[src/rtl/delay_scheduler.sv]
// rtl/delay_scheduler.sv - round-robin shared microsecond delay engine
module delay_scheduler #(
  parameter int N_CH     = 4,
  parameter int CLK_FREQ = 36,
  parameter int DLY_W    = 16
) (
  input  logic                      i_clk_36MHz,
  input  logic                      i_reset,
  input  logic [N_CH-1:0]           i_req,
  input  logic [N_CH*DLY_W-1:0]     i_delay_us,
  input  logic [N_CH-1:0]           i_cancel,
  output logic [N_CH-1:0]           o_ack,
  output logic [N_CH-1:0]           o_done,
  output logic                      o_busy,
  output logic [$clog2(N_CH)-1:0]   o_active_ch
);

  localparam int CH_W = $clog2(N_CH);
  localparam int PS_W = (CLK_FREQ > 1) ? $clog2(CLK_FREQ) : 1;
  localparam logic [PS_W-1:0]  PS_LAST = PS_W'(CLK_FREQ - 1);
  localparam logic [CH_W-1:0]  CH_LAST = CH_W'(N_CH - 1);
  localparam logic [N_CH-1:0]  CH_ONE  = {{(N_CH-1){1'b0}}, 1'b1};

  typedef enum logic [1:0] {
    ST_IDLE,
    ST_COUNT,
    ST_DONE
  } state_t;

  state_t            state;
  logic [PS_W-1:0]   prescaler;
  logic [DLY_W-1:0]  remaining;
  logic [CH_W-1:0]   rr_ptr;

  logic              grant_valid;
  logic [CH_W-1:0]   grant_idx;
  logic [DLY_W-1:0]  grant_dly;
  logic [CH_W-1:0]   next_ptr;
  logic              cancel_hit;
  int                scan_ch;

  // Round-robin search: first asserted request at or after rr_ptr, wrapping.
  always_comb begin
    grant_valid = 1'b0;
    grant_idx   = '0;
    scan_ch     = 0;
    for (int i = 0; i < N_CH; i++) begin
      scan_ch = int'(rr_ptr) + i;
      if (scan_ch >= N_CH) begin
        scan_ch = scan_ch - N_CH;
      end
      if (!grant_valid && i_req[scan_ch]) begin
        grant_valid = 1'b1;
        grant_idx   = CH_W'(scan_ch);
      end
    end
  end

  // Delay of the would-be grantee, next pointer and owner-only cancel.
  always_comb begin
    grant_dly  = i_delay_us[int'(grant_idx)*DLY_W +: DLY_W];
    next_ptr   = (grant_idx == CH_LAST) ? '0 : grant_idx + 1'b1;
    cancel_hit = i_cancel[o_active_ch];
  end

  // Scheduler FSM: grant, count microseconds, pulse completion.
  always_ff @(posedge i_clk_36MHz or negedge i_reset) begin
    if (!i_reset) begin
      state       <= ST_IDLE;
      prescaler   <= '0;
      remaining   <= '0;
      rr_ptr      <= '0;
      o_ack       <= '0;
      o_done      <= '0;
      o_busy      <= 1'b0;
      o_active_ch <= '0;
    end else begin
      o_ack  <= '0;
      o_done <= '0;
      case (state)
        ST_IDLE: begin
          if (grant_valid) begin
            o_active_ch <= grant_idx;
            remaining   <= grant_dly;
            prescaler   <= '0;
            rr_ptr      <= next_ptr;
            o_ack       <= CH_ONE << grant_idx;
            o_busy      <= 1'b1;
            if (grant_dly == '0) begin
              // Zero delay completes in the same cycle the ack is shown.
              state  <= ST_DONE;
              o_done <= CH_ONE << grant_idx;
            end else begin
              state <= ST_COUNT;
            end
          end else begin
            o_busy <= 1'b0;
          end
        end
        ST_COUNT: begin
          if (cancel_hit) begin
            // Cancel has priority over a coincident expiry.
            state  <= ST_IDLE;
            o_busy <= 1'b0;
          end else if (prescaler == PS_LAST) begin
            prescaler <= '0;
            if (remaining == DLY_W'(1)) begin
              state  <= ST_DONE;
              o_done <= CH_ONE << o_active_ch;
            end else begin
              remaining <= remaining - 1'b1;
            end
          end else begin
            prescaler <= prescaler + 1'b1;
          end
        end
        ST_DONE: begin
          state  <= ST_IDLE;
          o_busy <= 1'b0;
        end
        default: begin
          state  <= ST_IDLE;
          o_busy <= 1'b0;
        end
      endcase
    end
  end

endmodule

[config.mk]
export PLATFORM = sky130hd
export DESIGN_NAME = delay_scheduler
export DESIGN_NICKNAME = d
export VERILOG_FILES = /design/src/rtl/delay_scheduler.sv
export SDC_FILE = /design/constraint.sdc
export NUM_CORES = 1
export LEC_CHECK = 0
export CAP_MARGIN = 20
export CORE_UTILIZATION = 30
export CTS_BUF_LIST = sky130_fd_sc_hd__clkbuf_16
export DETAILED_ROUTE_END_ITERATION = 7
export REMOVE_ABC_BUFFERS = 1
export SKIP_LAST_GASP = 1
export SLEW_MARGIN = 25
export SYNTH_ARGS = -nofsm -noshare
export SYNTH_HDL_FRONTEND = slang
export SYNTH_SLANG_ARGS = --single-unit
[constraint.sdc]
create_clock -name i_clk_36MHz -period 2.4 [get_ports i_clk_36MHz]
set_input_delay 0.48 -clock i_clk_36MHz [delete_from_list [all_inputs] [get_ports i_clk_36MHz]]
set_output_delay 0.48 -clock i_clk_36MHz [all_outputs]
set_load 0.05 [all_outputs]
==> impl_metrics.json, run 1 <==
{
  "dieArea_sq_um": 9160,
  "finalHoldViolCount": 0,
  "arrival_ps": 2810,
  "path_class": "in2reg",
  "setup_viol": 7,
  "globalRouteMet2Util_pct": 34.7,
  "leakagePower_nw": 2.05,
  "syn_area_per_cell_sq_um": 9.24,
  "seq_area_sq_um": 927,
  "diodes": 0,
  "synth_cells": 285,
  "period_share_pct": 108,
  "cts_hold_buf": 0,
  "synth_cell_types": 46,
  "core_region_area_sq_um": 8340,
  "tritoncts": "yes",
  "dieHeight_um": 95.7,
  "async_reset_ff_share_pct": 100,
  "grt_pass1_wl_mm": 13.0,
  "final_common_cell": "clkdlybuf4s50_1",
  "worstMarginPinSlew_ps": 505,
  "cts_sinks": 37,
  "setup_ws_ps": -198,
  "grt_busiest_layer": "met2",
  "power_density_nw_per_um2": 1160,
  "hpwl_mm": 5.76,
  "route.final.wire_length_mm": 8.01,
  "synth_edf_count": 0,
  "layout_common_cells": "clkdlybuf4s50_1, buf_4, mux2i_1, dfrtp_1, o21ai_0",
  "min_from": "o_busy",
  "worstPathRequired_ps": 2610,
  "ys_seq_area_share_pct": 35.2,
  "final_util_pct": 54.9,
  "die-width_um": 95.7,
  "cp_max_fo": 6,
  "hold_path_class": "reg2reg",
  "drtPass1Iterations": 4,
  "cts_max_level": 2,
  "ys_warn_count": 0,
  "gr-usage-all-layers_pct": 18.3,
  "first_iter_violations": 101,
  "cts_buffer_depth": 2,
  "rsz0062_at_grt": "true",
  "critPathLaunchType": "primary input",
  "grt_use_met3_pct": 3.32,
  "drt-wirelength-per-cell_um": 14.4,
  "ys_ff_latch": 37,
  "nFillCells": 749,
  "grt_pass1_vias": 2930,
  "root_buffer": "clkbuf_16",
  "grt_max_degree": 38,
  "synth_top_area_cell": "dfrtp_1",
  "met1_usage_pct": 20.4,
  "initial_core_util_pct": 31.6,
  "synth_area_sq_um": 2630,
  "routabilityCongestion": 0.784,
  "p_total_mw": 5.29,
  "ioPinCount": 85,
  "crit_path_end_kind": "register",
  "cap_violations": 0,
  "cts_buffers": 5,
  "rrSetupSlack_ps": -190,
  "run_status": "finished, violations left",
  "grt.overflow.total": 0,
  "drive_gt1_share_pct": 31.3,
  "insertion_delay_ps": 280,
  "tns_ps": -1190,
  "reg2reg_from": "rr_ptr[1]",
  "ir_drop_mv": 0.427,
  "vias_per_cell": 5.01,
  "drc": 0,
  "clkTransAtPathRegs_ps": 50,
  "fmax_mhz": 385,
  "fin_nets": 530,
  "routed-via-count": 2782,
  "multi_input_area_sq_um": 1710,
  "rows": 33,
  "violations": "negative setup slack",
  "area_growth_pct": 73.8,
  "final.min_clock_period_ps": 2600,
  "portBuffers": 84,
  "slew_viol_final": 0,
  "antenna_found_initial": 0,
  "ant_nets": 0,
  "pre_cts_ws_ps": -755,
  "synth_top_area_share_pct": 35.2,
  "yosys-top-cells-area": "dfrtp_1, mux2i_1, o21ai_0, a21oi_1, mux2_2",
  "finalClockSkew_ps": 5.95,
  "crit_start": "i_req[0]",
  "dominantRegCellSynth": "dfrtp_1",
  "relSlewSlack_pct": 66.0
}
## synth_stat cells, types with 4 or more instances
library cell  instances
mux2i_1              43
dfrtp_1              37
o21ai_0              32
a21oi_1              23
nand2_1              23
nor2_1               14
mux2_2               10
inv_1                 9
nor3_1                8
clkbuf_1              7
ha_1                  7
nand3_1               7
a22o_1                6
and2_1                4
nand4_1               4
nor4_1                4
or3_1                 4
## what timing repair did
| item | in CTS | in global routing |
|---|---|---|
| resized for setup | 21 | 24 |
| pin swaps | 11 | 18 |
| endpoints found under the setup margin | 16 | 20 |
| cloned | 2 | 1 |
| buffers inserted | 29 | 6 |
## flip-flops by register name (all words and copies together) (netlist names)
| name | count |
|---|---|
| o_ack | 4 |
| o_active_ch | 2 |
| o_busy | 1 |
| o_done | 4 |
| prescaler | 6 |
| remaining | 16 |
| rr_ptr | 2 |
| state | 2 |
## area by class of cell
cell class | instances | share of cell area, %
Inverter | 9 | 0.738
Sequential cell | 37 | 20.3
Clock buffer | 5 | 2.73
Tap cell | 105 | 2.87
Timing Repair Buffer | 171 | 34.6
Multi-Input combinational cell | 225 | 37.3
Clock inverter | 3 | 1.50
## stage by stage
stage | hold slack [ps] | area [sq um] | std cells
after floorplan | 184 | 2550 | 271
after global placement | 465 | 3980 | 514
after detailed placement | 467 | 3980 | 514
after CTS | 479 | 4490 | 552
after global routing | 526 | 4580 | 555
final | 473 | 4580 | 555
## routing by layer
layer / vias up / share of wire (%) / wire length, um
met5: - / 0 / 0
met4: 0 / 2.6 / 206
met3: 18 / 4.0 / 322
met2: 70 / 52 / 4180
met1: 1312 / 41 / 3300
li1: 1382 / - / -
## power breakdown
part,internal (mW),switching [mW],total (mW)
combinational,1.79,1.55,3.34
sequential,0.866,0.217,1.08
clock,0.599,0.263,0.862
## worst max-delay path, cell delays in order
cell and delay (ps):
clkdlybuf4s15_2 220, a21oi_4 170, a2bb2oi_4 220, buf_12 150, buf_16 120, mux2i_2 200, mux2i_1 130, or4_4 510
nor4_4 280, buf_4 180, a32o_2 130
## worst paths after layout
path | endpoint | cells after the start
max in group asynchronous | rr_ptr[1] | 2
worst max-delay path | o_done[2] | 11
worst min register to register | o_busy | 2
min in group asynchronous | rr_ptr[0] | 2
worst min-delay path | o_busy | 2
worst max register to register | o_done[2] | 11
## kinds of logic after synthesis
logic type,count (synthesis),synth area share [%]
simple gates,86,18.2
compound gates,78,17.5
mux,54,21.5
flops,37,35.2
buf+inv,23,4.28
fa+ha+maj,7,3.33
No activity file was read; power rests on OpenSTA's default activity.
==> run 2: changes to the inputs <==
- SETUP_SLACK_MARGIN: default -> 0.15
==> impl_metrics.json, run 2 (synthesized netlist as in run 1, its figures left out) <==
{
  "diodes": 0,
  "run_status": "finished, violations left",
  "drt-wirelength-per-cell_um": 14.7,
  "first_iter_violations": 90,
  "wl_met1_mm": 3.35,
  "arrival_ps": 2850,
  "ioPinCount": 85,
  "period_share_pct": 110,
  "rr_worst_depth": 11,
  "fmax_mhz": 380,
  "top_register": "remaining",
  "wl_met3_um": 354,
  "power_density_nw_per_um2": 1180,
  "routabilityCongestion": 0.784,
  "cp_max_fo": 6,
  "initial_core_util_pct": 31.6,
  "root_buffer": "clkbuf_16",
  "finalHoldViolCount": 0,
  "violations": "negative setup slack",
  "grt_pass1_vias": 2992,
  "core_region_area_sq_um": 8340,
  "tns_ps": -1560,
  "die-width_um": 95.7,
  "setup_ws_ps": -234,
  "finalClockSkew_ps": 7.19,
  "drtPass1Iterations": 4,
  "dieHeight_um": 95.7,
  "leakagePower_nw": 2.15,
  "met2_length_mm": 4.37,
  "largest_reg_flops": 16,
  "layout_common_cells": "clkdlybuf4s50_1, buf_4, mux2i_1, dfrtp_1, o21ai_0",
  "tritoncts": "yes",
  "portBuffers": 84,
  "grt_max_degree": 38,
  "crit_path_end_kind": "register",
  "path_class": "in2reg",
  "relSlewSlack_pct": 61.8,
  "gr-usage-all-layers_pct": 19.2,
  "top_regs": "remaining x16, prescaler x6",
  "clkTransAtPathRegs_ps": 60,
  "ant_nets": 0,
  "grt_pass1_wl_mm": 13.5,
  "p_total_mw": 5.60,
  "cts_max_level": 2,
  "hold_path_class": "reg2reg",
  "fin_nets": 537,
  "rsz0062_at_grt": "true",
  "setup_viol": 9,
  "final_util_pct": 56.8,
  "drive_gt1_share_pct": 32.4,
  "worstMarginPinSlew_ps": 572,
  "vias_per_cell": 5.04,
  "top_layer": "met4",
  "hpwl_mm": 5.76,
  "final_common_cell": "clkdlybuf4s50_1",
  "holdPathStages": 2,
  "worstPathRequired_ps": 2620,
  "final.min_clock_period_ps": 2630,
  "grt.overflow.total": 0,
  "rows": 33,
  "rrSetupSlack_ps": -230,
  "drc": 0,
  "slew_viol_final": 0,
  "cap_violations": 0,
  "area_growth_pct": 80.0,
  "dieArea_sq_um": 9160,
  "routed-via-count": 2832,
  "ir_drop_mv": 0.453,
  "critPathLaunchType": "primary input",
  "cts_buffers": 5,
  "cts_buffer_depth": 2,
  "route.final.wire_length_mm": 8.29,
  "antenna_found_initial": 0,
  "insertion_delay_ps": 280,
  "cts_sinks": 37
}
[run 2: changes by cell type in the layout (fill, tap and decap cells not counted), moves of 2 or more]
cell,previous run,this run
buf_6,1,23
buf_4,78,64
clkdlybuf4s50_1,80,76
a21oi_2,6,3
dlymetal6s2s_1,0,3
o21ai_0,27,24
o21ai_1,4,7
a21oi_4,1,3
[run 2: what timing repair did]
| item | CTS | global route |
|---|---|---|
| setup buffers | 31 | 6 |
| resized for setup | 52 | 26 |
| setup endpoints to repair | 26 | 27 |
| hold buffers | 0 | 0 |
| endpoints found under the hold margin | 0 | 0 |
| cloned | 3 | 0 |
| pin swaps | 22 | 21 |
[run 2: worst paths after layout]
| path | startpoint | endpoint |
|---|---|---|
| hold / removal | o_busy | o_busy |
| hold reg to reg | o_busy | o_busy |
| min in group asynchronous | i_reset | rr_ptr[0] |
| max in group asynchronous | i_reset | rr_ptr[1] |
| setup / recovery | i_req[0] | o_done[2] |
| setup reg to reg | rr_ptr[1] | o_done[2] |
[run 2: metal layers]
metal	GRT usage (%)	vias up
met1	21.0	1330
li1	-	1395
met2	36.8	87
met5	0	-
met3	3.55	20
met4	6.22	0
[run 2: critical path, stage by stage]
cell and delay [ps]:
clkdlybuf4s15_2 230, a21oi_4 170, a2bb2oi_4 230, buf_12 150, buf_16 120, mux2i_1 200, mux2i_1 120, or4_4 560
nor4_4 260, buf_4 180, a32o_2 130
[run 2: area by class of cell]
class                           instances  area [sq um]
Clock buffer                            5           125
Clock inverter                          3          68.8
Fill cell                             719          3600
Inverter                                9          33.8
Multi-Input combinational cell        225          1730
Sequential cell                        37           927
Tap cell                              105           131
Timing Repair Buffer                  178          1730
[run 2: stage by stage]
stage               worst slack [ps]  cell area (sq um)  std cells  hold slack, ps
floorplan                      -2390               2550        271             184
global placement                -672               3980        514             465
detailed placement              -755               3980        514             467
CTS                             -225               4620        556             479
global route                    -376               4740        562             529
finish                          -234               4740        562             473
[run 2: where the power goes]
part / internal (mW) / switching, mW / leakage (nW)
Sequential: 0.866 / 0.210 / 0.465
Combinational: 2.01 / 1.64 / 1.59
Clock: 0.599 / 0.270 / 0.0944
Total: 3.48 / 2.13 / 2.15
